==> src/rtl/ul4_reg_pkg.sv <==
// Shared opcode definitions for the registered logic unit and its 1-bit cells.
package ul4_reg_pkg;

   typedef logic [1:0] op_t;

   localparam op_t OP_OR   = 2'b00;
   localparam op_t OP_AND  = 2'b01;
   localparam op_t OP_XOR  = 2'b10;
   localparam op_t OP_NOTA = 2'b11;

endpackage

==> src/rtl/ul4_reg_ul_cell.sv <==
// Purely combinational 1-bit logic cell; the opcode selects OR/AND/XOR/NOT-A.
module ul_cell
   import ul4_reg_pkg::*;
(
   input  logic a,
   input  logic b,
   input  op_t  s,
   output logic y
);

   always_comb begin
      y = 1'b0;
      unique case (s)
         OP_OR:   y = a | b;
         OP_AND:  y = a & b;
         OP_XOR:  y = a ^ b;
         OP_NOTA: y = ~a;
         default: y = 1'b0;
      endcase
   end

endmodule

==> src/rtl/ul4_reg.sv <==
// W-bit logic slice built from ul_cell copies, with a registered result,
// valid flag and zero flag.
module ul4_reg
   import ul4_reg_pkg::*;
#(
   parameter int W = 4
) (
   input  logic         clk,
   input  logic         rst_n,
   input  logic         in_valid,
   input  logic [W-1:0] a,
   input  logic [W-1:0] b,
   input  op_t          s,
   output logic [W-1:0] out,
   output logic         out_valid,
   output logic         zero
);

   // Handshake: in_valid qualifies a/b/s at a rising edge; there is no ready,
   // every valid input is accepted and its result shows one cycle later with
   // out_valid=1. out/zero hold on idle cycles, out_valid does not.

   logic [W-1:0] res;
   logic [W-1:0] out_d, out_q;
   logic         out_valid_d, out_valid_q;
   logic         zero_d, zero_q;

   for (genvar i = 0; i < W; i++) begin : g_cell
      ul_cell u_cell (
         .a (a[i]),
         .b (b[i]),
         .s (s),
         .y (res[i])
      );
   end

   always_comb begin
      out_d       = out_q;
      zero_d      = zero_q;
      out_valid_d = in_valid;
      if (in_valid) begin
         out_d  = res;
         zero_d = (res == '0);
      end
   end

   always_ff @(posedge clk) begin
      if (!rst_n) begin
         out_q       <= '0;
         out_valid_q <= 1'b0;
         zero_q      <= 1'b0;
      end else begin
         out_q       <= out_d;
         out_valid_q <= out_valid_d;
         zero_q      <= zero_d;
      end
   end

   assign out       = out_q;
   assign out_valid = out_valid_q;
   assign zero      = zero_q;

endmodule

==> config.mk <==
export PLATFORM = sky130hd
export DESIGN_NAME = ul4_reg
export DESIGN_NICKNAME = d
export VERILOG_FILES = /design/src/rtl/ul4_reg_pkg.sv /design/src/rtl/ul4_reg_ul_cell.sv /design/src/rtl/ul4_reg.sv
export SDC_FILE = /design/constraint.sdc
export NUM_CORES = 1
export LEC_CHECK = 0
export CAP_MARGIN = 20
export CORE_AREA = 2 2 39 41
export CTS_CLUSTER_SIZE = 12
export DETAILED_ROUTE_END_ITERATION = 10
export DIE_AREA = 0 0 41 43
export DONT_BUFFER_PORTS = 1
export PLACE_DENSITY_LB_ADDON = 0.08
export SLEW_MARGIN = 5
export SYNTH_ARGS = -nofsm -noshare
export SYNTH_HDL_FRONTEND = slang
export SYNTH_SLANG_ARGS = --single-unit
==> constraint.sdc <==
create_clock -name clk -period 2.1 [get_ports clk]
set_clock_uncertainty 0.05 [all_clocks]
set_input_delay 0.63 -clock clk [delete_from_list [all_inputs] [get_ports clk]]
set_output_delay 0.63 -clock clk [all_outputs]
set_load 0.01 [all_outputs]
After elaboration in Yosys (flattened, before gate mapping). Cells that the tools add are included.

Input bits: 13. Memory bits (writable): 0. Memories: 0. Bits in read-only memories: 0. Latch bits: 0. Bits in registers: 6. Logic and storage cells: 28. Output and inout port bits: 6.

$lt $le $gt $ge: 0. $mul: 0. Divide/modulo/power cells: 0. Bitwise gates (word level): 16. Mux-type cells: 4. Add/sub/neg operators: 0. Shifts and indexed selects: 0. Eq/ne operators: 3. Reductions and logical operators: 2.

Operators by type and width (number): $pmux 1 s4 (4); $and 1x1->1 (4); $eq 2x2->1 const B (2); $logic_not 4->1 (1); $not 1->1 (4); $or 1x1->1 (4); $xor 1x1->1 (4); $eq 2x1->1 const B (1); $logic_not 2->1 (1).

Longest topological paths before layout. Gate-level depths: netlist of the first run.

Depth after elaboration: 3. Mapped depth: 6.

Cells and area by module. A second synthesis of the first run with hierarchy kept.

Cell total of the unflattened synthesis: 43. Area, all modules: 461.7 um^2.

Modules (own cells, without submodules): ul_cell (area an instance 58.8 um^2, cells an instance 6, times used 4); ul4_reg (area an instance 226.5 um^2, cells an instance 19, times used 1).

Worst setup path after synthesis of the first run. OpenSTA, ideal clock, no wires.

Path kind: input port to flip-flop. Start point: in a[2]. End point: reg zero_q, in the netlist zero. Slack: 0.226 ns. Data required time: 1.954 ns. Arrival time: 1.728 ns. Stages: 4. Cell sequence: clkinv_1 > ha_1 > mux4_2 > o41ai_2.

Longest elaborated chain between the ends: 3.

RTL lines: start: declaration (RTL line ul4_reg.sv:11) `input logic [W-1:0] a,`; $xor 1x1->1, or another cell as far along (RTL line ul4_reg_ul_cell.sv:16) `OP_XOR: y = a ^ b;`; $pmux 1 s4 (*) (RTL line ul4_reg_ul_cell.sv:13) `unique case (s)`; $logic_not 4->1 (*) (RTL line ul4_reg.sv:43) `zero_d = (res == '0);`; end signal: assignment (RTL line ul4_reg.sv:55) `zero_q <= zero_d;`; end: declaration (RTL line ul4_reg.sv:26) `logic zero_d, zero_q;`.

Mark *: on every way between the ends. The rest lies on a longest branch, timed or not. A chain may end at the register's enable or synchronous reset.

Worst setup path in the final report of the first run. Same ends and word-level chain as after synthesis.

==> reports/qor.txt, run 1 <==
CORE AREA: 1380 sq um
Post-Syn Area: 493 sq um
Crit end category: flop
Layout cells sized above 1: 15.7%
Worst slew pin tran: 0.211 ns
Final setup violation count: 0
Die area: 1760 sq um
Peak Freq: 598 MHz
Leak: 0.251 nW
Iteration-0 DRC Markers: 0
Top sig layer: met3
Met3 WL: 96 um
Post-detail-place hpwl: 673 um
Worst-path fanout max: 2
Largest net degree at the start of global routing: 8
Total vias in the final route: 329
WL/cell: 11.0 um
TNS Setup: 0 ns
WS Path Type: input port to flop
First-pass GRT wire length: 1210 um
Clk Latency, worst-skew pair: 0.24 ns
CP arrival: 1.77 ns
Worst hold slack: 0.467 ns
CTS max path bufs: 2
Clock-pin slew on the worst setup and hold paths: 0.04 ns
Final Max Tran Viols: 0
Grt ovf: 0
Port Buffer Count: 0
# H-tree levels: 1
Clk root buf: clkbuf_4
Max VDD drop: 0.0000987 V
Gr usage total: 10.3%
Nets: 74
Synthesis-stage register bit count: 6
Syn. warnings: 0
Die Span X: 41 um
Pwr Density: 544 nW/um^2
Syn_area_per_cell: 9.67 sq um
Initial Util: 35.6%
Period minus WS final: 1.67 ns
Clk sink count: 6
Detailed-route DRC error count: 0
Unique cell type count in the Yosys netlist: 19
Worst EP required: 2.20 ns
Antenna diodes: 0
Area grow syn2layout: 4.31%
Setup WS pre-CTS: 0.166 ns
Syn_nets: 72
Rel. slew slack: 85.8%
Unrepaired setup endpoints after global routing: false
Met1 wire length: 287 um
Post-CTS Hold Buffers: 0
DIE HEIGHT: 43 um
Row cnt: 14
CP Launch Type: input port
Drt first pass iters: 1
Post CTS Setup Buffer Count: 0
Routed Wire Length: 740 um
Initial antenna violation count: 0
Hold Vio Cnt, Final: 0
Global placement routability congestion: 0.609
Hold Path Class: input port to flop
TritonCTS Buffers: 3
TritonCTS clock tree: yes
Number of gates resized after CTS: 0
DR vias/cell: 4.91
Vias in the first global route: 324
Period utilization: 79.6%
Worst setup margin: 0.428 ns
WL met2: 356 um
Max Cap Viol: 0
Cells after Synth: 51
Post-route ant nets: 0
Sequential area share after synthesis: 24.4%
Ports: 19
Outcome: completed
==> flip-flops by register name, summed over array words and instances (netlist names) <==
register / count
out: 4
out_valid: 1
zero: 1
==> cell usage in the layout, fill, tap and decap left out <==
master / count
a21boi_0: 1
and2_2: 1
clkbuf_4: 3
clkinv_1: 1
dfxtp_1: 6
ha_1: 8
inv_1: 11
mux2i_1: 3
mux4_2: 3
nand2_1: 2
nand2b_1: 1
nand3b_1: 1
nor2_1: 1
nor2b_1: 3
o211ai_1: 2
o21ai_0: 2
o31a_1: 1
o41ai_2: 1
==> worst max-delay path, stage by stage <==
cell      delay, ns
clkinv_1       0.05
ha_1           0.29
mux4_2         0.47
o41ai_2        0.32
==> final cells by class <==
class	instances	area (sq um)
clock buffers	3	22.5
fillers	139	870
inverters	12	45.0
multi-input cells	30	307
flip-flops and latches	6	120
well taps	16	20.0
==> synth_stat cells <==
library cell / n / share of area, %
inv_1: 11 / 8.4
nand2_1: 2 / 1.5
nor2b_1: 3 / 3.8
mux2i_1: 3 / 6.1
o41ai_2: 1 / 3.3
buf_2: 2 / 2.0
a21boi_0: 1 / 1.5
nand2b_1: 1 / 1.3
buf_6: 1 / 2.3
dfxtp_1: 6 / 24
nand3b_1: 1 / 1.5
clkinv_1: 1 / 0.76
mux4_2: 3 / 14
and2_2: 1 / 1.5
ha_1: 8 / 20
nor2_1: 1 / 0.76
o21ai_0: 2 / 2.0
o31a_1: 1 / 1.8
o211ai_1: 2 / 3.0
==> logic make-up after synthesis <==
logic type                 Yosys count  synth area share [%]
DFF                                  6                  24.4
adders and majority gates            8                  20.3
and+or+nand+nor                      9                  10.4
AOI/OAI and AO/OA                    7                  11.7
muxes                                6                  19.8
buffers and inverters               15                  13.5
==> final timing paths <==
path                from      to  slack [ns]  cells past startpoint
setup / recovery    a[2]    zero        0.43                      4
hold / removal     rst_n  out[2]        0.47                      1
setup reg to reg  out[0]  out[0]        1.41                      2
hold reg to reg   out[3]  out[3]        0.47                      2
==> per-stage QoR <==
stage | cell area, sq um | std cells | util (%) | total power, mW
3_3_place_gp | 492 | 64 | 35.5 | 0.178
5_1_grt | 514 | 67 | 37.2 | 0.298
3_5_place_dp | 492 | 64 | 35.5 | 0.180
6_report | 514 | 67 | 37.2 | 0.280
4_1_cts | 514 | 67 | 37.2 | 0.288
2_1_floorplan | 493 | 51 | - | 0.180
==> metal layers <==
metal | vias to the layer above | track usage (%)
met1 | 146 | 9.68
met3 | 0 | 4.71
met2 | 15 | 15.0
li1 | 168 | -
met4 | 0 | 10.0
met5 | - | 0
==> report_power, final <==
part,total (mW),internal (mW),switching (mW),leakage [nW]
combinational,0.0463,0.0273,0.0190,0.188
clock,0.103,0.0644,0.0388,0.0138
sequential,0.130,0.122,0.00818,0.0495
(Power assumes the default switching activity.)
==> run 2: changes to the inputs <==
==> constraint.sdc (replaced) <==
create_clock -name clk -period 1.7 [get_ports clk]
set_clock_uncertainty 0.05 [all_clocks]
set_input_delay 0.51 -clock clk [delete_from_list [all_inputs] [get_ports clk]]
set_output_delay 0.51 -clock clk [all_outputs]
set_load 0.01 [all_outputs]
==> run 2 against run 1 <==
Net effect: total power rose by 23%; flip-flop and latch count stayed put; sequential share of layout area is the same; critical endpoint unchanged; highest routed layer is now met4.
==> reports/qor.txt, run 2 (synthesis results as in run 1) <==
Pwr Density: 670 nW/um^2
Row cnt: 14
Post CTS Setup Buffer Count: 0
Iteration-0 DRC Markers: 1
Commonest non-fill, non-tap cells in the layout: inv_1, ha_1, dfxtp_1
# H-tree levels: 1
Pint: 0.264 mW
Detailed-route DRC error count: 0
Outcome: completed
CP Launch Type: input port
Most common cell after layout, fill and taps aside: inv_1
Clock power frac: 36.3%
Rel. slew slack: 84.5%
CORE AREA: 1380 sq um
Clk root buf: clkbuf_4
Crit-path cells: inv_1 -> ha_1 -> mux4_2 -> o41ai_2
Initial antenna violation count: 0
Switching share of power: 23.3%
Clock-pin slew on the worst setup and hold paths: 0.04 ns
Crit end category: flop
Ports: 19
Post-route ant nets: 0
Gr usage total: 10.4%
Grt ovf: 0
Clk sink count: 6
Max VDD drop: 0.000140 V
Initial Util: 35.6%
Largest net degree at the start of global routing: 8
Crit-path max cell delay: 0.48 ns
Fill count: 142
Worst hold slack: 0.351 ns
WL/cell: 11.4 um
Worst-path fanout max: 2
TritonCTS clock tree: yes
Period utilization: 89.4%
Unrepaired setup endpoints after global routing: false
WS Path Type: input port to flop
Die area: 1760 sq um
CP bufs+invs: 1
Vias in the first global route: 365
Power Total: 0.345 mW
Clk Latency, worst-skew pair: 0.24 ns
Max Cap Viol: 0
Total vias in the final route: 334
Comb power frac: 17.0%
Peak Freq: 658 MHz
Setup WS pre-CTS: -0.0727 ns
Hold Vio Cnt, Final: 0
Drt first pass iters: 3
Number of gates resized after CTS: 0
Area grow syn2layout: 4.31%
Leak: 0.251 nW
Worst EP required: 1.79 ns
Final Max Tran Viols: 0
Post-CTS Hold Buffers: 0
Die Span X: 41 um
Power share of the sequential group: 46.8%
Nets: 74
Max reg flops: 4
Global placement routability congestion: 0.612
Post-detail-place hpwl: 691 um
First-pass GRT wire length: 1270 um
TritonCTS Buffers: 3
Layout cells sized above 1: 15.7%
Hold Path Class: input port to flop
Period minus WS final: 1.52 ns
Port Buffer Count: 0
DR vias/cell: 4.99
Final setup violation count: 0
Routed Wire Length: 761 um
Switching power: 0.0803 mW
Antenna diodes: 0
Worst setup margin: 0.181 ns
DIE HEIGHT: 43 um
CTS max path bufs: 2
CP arrival: 1.61 ns
Critical-path top delay cell: mux4_2
Worst slew pin tran: 0.231 ns
Top delay family on crit path: multiplexers
-- run 2: cell counts in the layout (fill, tap and decap cells not counted) --
No cell type changed its count.
-- run 2: per-stage QoR --
step	util [%]	TNS, ns	area (sq um)	cells
global route	37.2	0	514	67
global placement	35.5	-0.0409	492	64
CTS	37.2	0	514	67
finish	37.2	0	514	67
detailed placement	35.5	-0.0776	492	64
floorplan	-	0	493	51
-- run 2: final timing paths --
path         cells after the start   start  slack (ns)      to
min reg2reg                      2  out[3]        0.48  out[3]
max                              4    b[1]        0.18    zero
max reg2reg                      2  out[3]        0.98  out[3]
min                              1   rst_n        0.35  out[0]
-- run 2: final cells by class --
| cell class | count | area [sq um] | share of cell area [%] |
|---|---|---|---|
| Sequential cell | 6 | 120 | 23.4 |
| Tap cell | 16 | 20.0 | 3.89 |
| Inverter | 12 | 45.0 | 8.76 |
| Multi-Input combinational cell | 30 | 307 | 59.6 |
| Clock buffer | 3 | 22.5 | 4.38 |
-- run 2: power by group through the flow --
stage	Combinational, mW	Clock, mW	Sequential (mW)
after detailed placement	0.0597	0	0.164
after global routing	0.0691	0.136	0.163
final	0.0585	0.125	0.161
after global placement	0.0568	0	0.163
after CTS	0.0602	0.132	0.161
after floorplan	0.0605	0	0.162
-- run 2: metal layers --
metal / global-route usage [%] / routed length (um) / vias to the layer above
met2: 15.6 / 335 / 19
met1: 12.3 / 318 / 145
met4: 8.00 / 14 / 0
met5: 0 / 0 / -
li1: - / - / 168
met3: 1.57 / 93 / 2
==> run 3: changes to the inputs <==
--- a/config.mk
+++ b/config.mk
@@ -11,7 +11,7 @@
 export DETAILED_ROUTE_END_ITERATION = 10
 export DIE_AREA = 0 0 41 43
 export DONT_BUFFER_PORTS = 1
-export PLACE_DENSITY_LB_ADDON = 0.08
+export PLACE_DENSITY = 0.52
 export SLEW_MARGIN = 5
 export SYNTH_ARGS = -nofsm -noshare
 export SYNTH_HDL_FRONTEND = slang
==> run 3 against run 2 <==
Net effect: clock power up 4%; final cell count unchanged; fmax up 2.1%; critical path depth unchanged; setup slack better by 0.031 ns; via count down 0.90%; core utilization unchanged.
==> reports/qor.txt, run 3 (synthesis results as in run 1) <==
TritonCTS Buffers: 3
Fin util: 37.2%
Grt ovf: 0
Worst setup margin: 0.212 ns
Outcome: completed
Global placement routability congestion: 0.685
Fill count: 149
Hold Path Class: input port to flop
Routed Wire Length: 721 um
Clock power frac: 37.4%
Worst-path fanout max: 2
Worst slew pin tran: 0.237 ns
Max Cap Viol: 0
Number of gates resized after CTS: 0
Switching power: 0.0842 mW
TritonCTS clock tree: yes
Pint: 0.264 mW
Commonest non-fill, non-tap cells in the layout: inv_1, ha_1, dfxtp_1
Drt first pass iters: 2
Area grow syn2layout: 4.31%
Largest net degree at the start of global routing: 8
Worst EP required: 1.80 ns
DIE HEIGHT: 43 um
Placed Cells: 64
Switching share of power: 24.2%
Ports: 19
Gr usage total: 10.7%
Max reg flops: 4
Post-route insts no fill: 67
Most common cell after layout, fill and taps aside: inv_1
Setup WS pre-CTS: -0.0454 ns
Initial Util: 35.6%
Fin area: 514 sq um
Peak Freq: 672 MHz
DR vias/cell: 4.94
Iteration-0 DRC Markers: 1
Rel. slew slack: 84.0%
WS Path Type: input port to flop
Die area: 1760 sq um
Period minus WS final: 1.49 ns
# H-tree levels: 1
Detailed-route DRC error count: 0
Hold Vio Cnt, Final: 0
Initial antenna violation count: 0
Final setup violation count: 0
Clk Latency, worst-skew pair: 0.24 ns
Antenna diodes: 0
Clock-pin slew on the worst setup and hold paths: 0.05 ns
Post-detail-place hpwl: 621 um
Layout cells sized above 1: 15.7%
Crit-path max cell delay: 0.48 ns
CP bufs+invs: 1
Critical-path top delay cell: mux4_2
CP arrival: 1.59 ns
Total vias in the final route: 331
Top delay family on crit path: multiplexers
Crit end category: flop
Vias in the first global route: 302
CORE AREA: 1380 sq um
Post-route ant nets: 0
Unrepaired setup endpoints after global routing: false
Final Max Tran Viols: 0
First-pass GRT wire length: 1210 um
Worst hold slack: 0.346 ns
Comb power frac: 16.5%
Post-CTS Hold Buffers: 0
Pwr Density: 678 nW/um^2
Port Buffer Count: 0
TNS Setup: 0 ns
Clk sink count: 6
Clk root buf: clkbuf_4
Crit-path cells: inv_1 -> ha_1 -> mux4_2 -> o41ai_2
Period utilization: 87.5%
Placed Instance Area: 492 sq um
Max VDD drop: 0.000238 V
CTS max path bufs: 2
Power share of the sequential group: 46.1%
Row cnt: 14
WL/cell: 10.8 um
Post CTS Setup Buffer Count: 0
Leak: 0.251 nW
Power Total: 0.349 mW
Die Span X: 41 um
Nets: 74
CP Launch Type: input port
[run 3: cell counts in the layout (fill, tap and decap cells not counted)]
No cell type changed its count.
[run 3: final timing paths]
kind | startpoint | to | slack, ns | cells after the start
worst max-delay path | b[1] | zero | 0.21 | 4
worst min register to register | out[3] | out[3] | 0.48 | 2
worst max register to register | zero | zero | 1.00 | 2
worst min-delay path | rst_n | out[1] | 0.35 | 1
[run 3: layout make-up]
type | count | area, sq um | share of cell area, %
flip-flops and latches | 6 | 120 | 23.4
inverters | 12 | 45.0 | 8.76
well taps | 16 | 20.0 | 3.89
clock buffers | 3 | 22.5 | 4.38
multi-input cells | 30 | 307 | 59.6
[run 3: power groups by stage]
| stage | clock network, mW | registers, mW | logic, mW |
|---|---|---|---|
| after floorplan | 0 | 0.162 | 0.0605 |
| after global placement | 0 | 0.163 | 0.0579 |
| after detailed placement | 0 | 0.164 | 0.0586 |
| after CTS | 0.138 | 0.161 | 0.0588 |
| after global routing | 0.142 | 0.163 | 0.0669 |
| final | 0.130 | 0.161 | 0.0574 |
[run 3: routing by layer]
metal	part of all wire, %	vias to the layer above	global-route usage, %
met5	0	-	0
met4	0	0	10.0
met3	10	0	4.19
met2	47	14	13.1
met1	43	146	13.3
li1	-	171	-
